`src/rtl/sync_event_arbiter.sv`:
```
// Synchronizes asynchronous level inputs, flags each filtered level change and presents the
// changes one at a time through a round-robin valid/ready port. Define SYNC_EVENT_ARBITER_DEBOUNCE_EN for debounce filtering.
module sync_event_arbiter #(
    parameter int NUM_INPUTS      = 4,
    parameter int SYNC_DEPTH      = 2,
    parameter int DEBOUNCE_CYCLES = 8,
    localparam int IW = (NUM_INPUTS > 1) ? $clog2(NUM_INPUTS) : 1
) (
    input  logic                  clock,
    input  logic                  reset,
    input  logic [NUM_INPUTS-1:0] in,
    input  logic [NUM_INPUTS-1:0] enable,
    output logic                  event_valid,
    output logic [IW-1:0]         event_index,
    output logic                  event_level,
    input  logic                  event_ready,
    output logic [NUM_INPUTS-1:0] pending,
    output logic [NUM_INPUTS-1:0] overflow,
    input  logic [NUM_INPUTS-1:0] overflow_clear,
    output logic                  debug_state
);

    // Handshake: an event transfers on a clock edge where event_valid and event_ready are both 1;
    // while event_valid is 1, event_index and event_level hold until that transfer.

    localparam int JW = IW + 1;

    typedef enum logic {
        IDLE    = 1'b0,
        PRESENT = 1'b1
    } state_t;

    if (NUM_INPUTS < 1 || NUM_INPUTS > 16) begin : g_bad_num_inputs
        $error("NUM_INPUTS must be within 1..16");
    end
    if (SYNC_DEPTH < 2 || SYNC_DEPTH > 4) begin : g_bad_sync_depth
        $error("SYNC_DEPTH must be within 2..4");
    end
    if (DEBOUNCE_CYCLES < 1 || DEBOUNCE_CYCLES > 65535) begin : g_bad_debounce
        $error("DEBOUNCE_CYCLES must be within 1..65535");
    end

    state_t                  state;
    logic [NUM_INPUTS-1:0]   sync_q [SYNC_DEPTH];
    logic [NUM_INPUTS-1:0]   synced;
    logic [NUM_INPUTS-1:0]   filtered;
    logic [NUM_INPUTS-1:0]   prev_level;
    logic [NUM_INPUTS-1:0]   change;
    logic [NUM_INPUTS-1:0]   grant_mask;
    logic [NUM_INPUTS-1:0]   overflow_set;
    logic                    grant_found;
    logic [IW-1:0]           grant_idx;
    logic [IW-1:0]           pointer;
    logic [JW-1:0]           scan_idx;

    always_ff @(posedge clock or negedge reset) begin
        if (!reset) begin
            for (int k = 0; k < SYNC_DEPTH; k++) begin
                sync_q[k] <= '0;
            end
        end else begin
            sync_q[0] <= in;
            for (int k = 1; k < SYNC_DEPTH; k++) begin
                sync_q[k] <= sync_q[k-1];
            end
        end
    end

    assign synced = sync_q[SYNC_DEPTH-1];

`ifdef SYNC_EVENT_ARBITER_DEBOUNCE_EN
    localparam logic [15:0] DB_LAST = 16'(DEBOUNCE_CYCLES - 1);

    logic [15:0]           db_cnt [NUM_INPUTS];
    logic [NUM_INPUTS-1:0] filtered_q;

    // The counter tracks how long the synchronized level has disagreed with the filtered one.
    always_ff @(posedge clock or negedge reset) begin
        if (!reset) begin
            filtered_q <= '0;
            for (int i = 0; i < NUM_INPUTS; i++) begin
                db_cnt[i] <= '0;
            end
        end else begin
            for (int i = 0; i < NUM_INPUTS; i++) begin
                if (synced[i] != filtered_q[i]) begin
                    if (db_cnt[i] == DB_LAST) begin
                        filtered_q[i] <= synced[i];
                        db_cnt[i]     <= '0;
                    end else begin
                        db_cnt[i] <= db_cnt[i] + 16'd1;
                    end
                end else begin
                    db_cnt[i] <= '0;
                end
            end
        end
    end

    assign filtered = filtered_q;
`else
    assign filtered = synced;
`endif

    always_ff @(posedge clock or negedge reset) begin
        if (!reset) begin
            prev_level <= '0;
        end else begin
            prev_level <= filtered;
        end
    end

    assign change = filtered ^ prev_level;

    // Round-robin scan: first pending bit at or above the pointer, wrapping around.
    always_comb begin
        grant_found = 1'b0;
        grant_idx   = '0;
        scan_idx    = '0;
        for (int k = 0; k < NUM_INPUTS; k++) begin
            scan_idx = {1'b0, pointer} + JW'(k);
            if (scan_idx >= JW'(NUM_INPUTS)) begin
                scan_idx = scan_idx - JW'(NUM_INPUTS);
            end
            if (!grant_found && pending[scan_idx[IW-1:0]]) begin
                grant_found = 1'b1;
                grant_idx   = scan_idx[IW-1:0];
            end
        end
    end

    always_comb begin
        grant_mask = '0;
        if (state == IDLE && grant_found) begin
            grant_mask[grant_idx] = 1'b1;
        end
    end

    // A change arriving while the bit is still pending is lost, unless that bit is being granted now.
    assign overflow_set = enable & change & pending & ~grant_mask;

    always_ff @(posedge clock or negedge reset) begin
        if (!reset) begin
            pending  <= '0;
            overflow <= '0;
        end else begin
            for (int i = 0; i < NUM_INPUTS; i++) begin
                if (!enable[i]) begin
                    pending[i] <= 1'b0;
                end else if (change[i]) begin
                    pending[i] <= 1'b1;
                end else if (grant_mask[i]) begin
                    pending[i] <= 1'b0;
                end
            end
            overflow <= overflow_set | (overflow & ~overflow_clear);
        end
    end

    always_ff @(posedge clock or negedge reset) begin
        if (!reset) begin
            state       <= IDLE;
            event_valid <= 1'b0;
            event_index <= '0;
            event_level <= 1'b0;
            pointer     <= '0;
        end else begin
            case (state)
                IDLE: begin
                    if (grant_found) begin
                        event_index <= grant_idx;
                        event_level <= filtered[grant_idx];
                        event_valid <= 1'b1;
                        state       <= PRESENT;
                    end
                end
                PRESENT: begin
                    if (event_ready) begin
                        event_valid <= 1'b0;
                        if (event_index == IW'(NUM_INPUTS - 1)) begin
                            pointer <= '0;
                        end else begin
                            pointer <= event_index + IW'(1);
                        end
                        state <= IDLE;
                    end
                end
                default: begin
                    state       <= IDLE;
                    event_valid <= 1'b0;
                end
            endcase
        end
    end

    assign debug_state = (state == PRESENT);

endmodule

```
`config.mk`:
```
export PLATFORM = sky130hd
export DESIGN_NAME = sync_event_arbiter
export DESIGN_NICKNAME = d
export VERILOG_FILES = /design/src/rtl/sync_event_arbiter.sv
export SDC_FILE = /design/constraint.sdc
export NUM_CORES = 1
export LEC_CHECK = 0
export CAP_MARGIN = 20
export CORE_MARGIN = 2
export CORE_UTILIZATION = 50
export CTS_CLUSTER_DIAMETER = 150
export CTS_CLUSTER_SIZE = 28
export DETAILED_ROUTE_END_ITERATION = 6
export MAX_ROUTING_LAYER = met4
export PLACE_DENSITY_LB_ADDON = 0.3
export SYNTH_ARGS = -nofsm -noshare
export SYNTH_HDL_FRONTEND = slang
export SYNTH_SLANG_ARGS = --single-unit
```
`constraint.sdc`:
```
create_clock -name clock -period 5.41 [get_ports clock]
set_clock_uncertainty 0.15 [all_clocks]
set_input_delay 0.8115 -clock clock [delete_from_list [all_inputs] [get_ports clock]]
set_output_delay 0.8115 -clock clock [all_outputs]
set_load 0.01 [all_outputs]
```
==> metrics.md <==
| Metric | Value |
|---|---|
| Count of unique library cells instantiated by Yosys | 24 |
| Worst path top cell family by delay | buffers and inverters |
| Critical path buffers and inverters | 1 |
| Final GP Congestion | 0.856 |
| Cell breakdown of the critical path | clkdlybuf4s50_1 |
| Register area share after synthesis | 62.0% |
| Rows | 16 |
| Syn nets | 102 |
| CP max stage cell | clkdlybuf4s50_1 |
| Fillers | 153 |
| Hold buffer count at cts | 0 |
| Grt total ovfl | 0 |
| Top FF cell, synth | dfrtp_1 |
| Largest stage delay, worst path | about 0.6 ns |
| Total CTS buffers | 3 |
| Worst vdd ir | 0.000261 V |
| Max Transition Viols Final | 0 |
| Setup Fix Bufs, Post-CTS | 0 |
| Period minus WS final | 2.41 ns |
| Global-route wire length before repair | 3270 um |
| Largest net degree at the start of global routing | 18 |
| Die Wd | 50.7 um |
| Worst-margin pin slew | 0.593 ns |
| Overall Global Routing Usage | 17.7% |
| RSZ-0062 raised after global routing | no |
| Pre-antenna DRT Iters | 4 |
| Count leader, synth | dfrtp_1 |
| Max-Cap Viols | 0 |
| Starting Density | 54.4% |
| Die height | 50.7 um |
| Ranking of synthesized cells by area | dfrtp_1 (62%), xnor2_1 (3.2%), inv_1 (3.1%) |
| Launch point of the critical path | debug_state$_DFF_PN0_ |
| Avg WL per Cell | 13.1 um |
| Synthesized area | 1090 um2 |
| Ant diodes | 0 |
| Vias in the first global route | 794 |
| DR iter-0 viols | 12 |
| Setup Crit Path Kind | reg2out |
| Layout cells sized above 1 | 10.3% |
| Synth top area share | 62.0% |
| Hold Path Origin | sync_q[6]$_DFF_PN0_ |
| Start of the worst register-to-register path | pointer[1]$_DFFE_PN0P_ |
| Post-route ant nets | 0 |
| Pleak | 0.626 nW |
| Post-synth EDFFs | 0 |
| Critical Path Start Type | flip-flop |
| WHS | 0.218 ns |
| Yosys warning total | 0 |
| Clk_lat worst skew | 0.32 ns |
| Resized cells post-CTS | 0 |
| CTS Buffer Depth | 2 |
| Core area | 2000 um2 |
| Vias | between 700 and 800 |
| CP endpoint kind | output pin |
| # IOs | 28 |
| Yosys top cell by area | dfrtp_1 |
| Initial antenna violation count | 0 |
| CP Max Fanout | 7 |
| Clock Sinks | 27 |
| Hold Vio Cnt, Final | 0 |
| Syn Area/Cell | 12.7 um2 |
| Max frequency | 414 MHz |
| Hold/Removal Path Class | reg2reg |
| DP HPWL | 1500 um |
| Routed WL | ~1900 um |
| Clk pin slew, worst setup/hold paths | 0.14 ns |
| Status | complete, no violations |
| Synthesis-to-finish area growth | 31.1% |
| Ys async rst share | 100% |
| CTS tree | done |
| P per Cell Area | 370 nW/um2 |
| Clock root buffer | clkbuf_4 |
| Cells after Synth | 86 |
| H-tree Lvls | 1 |
| Final period utilization | 44.6% |
| Arr. time, crit path | 1.45 ns |
| Worst slack, placed | 3.37 ns |
| Nets@finish | 134 |
| Number of DRC violations after detailed routing | 0 |
| Worst path required time | 4.45 ns |
| Setup violations, final | 0 |
| Rel. slew slack | 60.2% |
| # port buffers | 27 |
| #FFs+latches synth | 27 |
| Setup Total Neg Slack | 0 ns |
| Drt via density | 5.53 |
| Most frequent cells after synthesis | dfrtp_1 (27), inv_1 (9), a21oi_1 (6) |
| Setup slack after layout | approximately 3.0 ns |
| DIE AREA | 2570 um2 |
## metrics by stage
step           util [%]  instances  area (um2)  power [mW]
6_report           71.4        144        1430       0.528
5_1_grt            71.4        144        1430       0.564
4_1_cts            71.4        144        1430       0.534
3_5_place_dp       69.8        140        1400       0.445
3_3_place_gp       69.1        139        1380       0.435
2_1_floorplan         -         86        1090       0.364
## logic make-up after synthesis
| family | synth area share [%] |
|---|---|
| DFF | 62.0 |
| AOI/OAI and AO/OA | 15.5 |
| and+or+nand+nor | 9.07 |
| buffers and inverters | 4.13 |
| muxes | 4.94 |
| xor gates and xnor gates | 3.21 |
| adders and majority gates | 1.15 |
## sequential cells by signal (all words and copies together) (netlist names)
| name | count |
|---|---|
| filtered | 4 |
| overflow | 4 |
| pending | 4 |
| prev_level | 4 |
| sync_q | 4 |
| event_index | 2 |
| pointer | 2 |
| debug_state | 1 |
| event_level | 1 |
| event_valid | 1 |
## layout by cell type (no fill, tap or decap), drive strengths merged
cell	netlist	layout
clkbuf	0	3
mux2i	2	2
nand2b	2	2
clkdlybuf4s50	0	27
o31ai	4	4
and3	2	2
a41o	1	1
or4	1	1
nor2	4	4
inv	9	10
mux2	3	3
o32ai	4	4
a31oi	1	1
o22a	1	1
o22ai	3	3
xnor2	4	4
or4b	1	1
nor3	1	1
nand2	5	5
nor2b	1	1
buf	1	1
ha	1	1
a21oi	6	6
dfrtp	27	27
o21a	2	2
## final timing paths
check | endpoint | slack (ns) | cells past startpoint
setup / recovery | debug_state | 3.00 | 1
hold / removal | filtered[2]$_DFF_PN0_ | 0.22 | 0
setup reg to reg | overflow[2]$_DFF_PN0_ | 3.38 | 5
hold reg to reg | filtered[2]$_DFF_PN0_ | 0.22 | 0
max in group asynchronous | pending[3]$_DFFE_PN0P_ | 3.95 | 2
min in group asynchronous | event_index[1]$_DFFE_PN0P_ | 0.67 | 1
## metal layers
| layer | share of wire, % | GRT usage (%) | up-vias |
|---|---|---|---|
| met5 | 0 | - | - |
| li1 | - | - | 369 |
| met2 | 51 | 29.2 | 30 |
| met3 | 6.7 | 6.25 | 2 |
| met1 | 41 | 20.1 | 395 |
| met4 | 0.79 | 6.31 | 0 |
## area by class of cell
| type | count | area [um2] | area share, % |
|---|---|---|---|
| clock buffers | 3 | 22.5 | 1.58 |
| clock inverters | 1 | 8.76 | 0.613 |
| inverters | 9 | 33.8 | 2.36 |
| multi-input cells | 49 | 369 | 25.8 |
| flip-flops and latches | 27 | 676 | 47.3 |
| well taps | 27 | 33.8 | 2.36 |
| repair buffers | 28 | 285 | 20.0 |
## where the power goes
part	switching, mW	internal (mW)	total, mW
registers	0.0350	0.236	0.271
clock network	0.0592	0.0301	0.0893
logic	0.0718	0.0964	0.168
No activity file was read; power rests on OpenSTA's default activity.
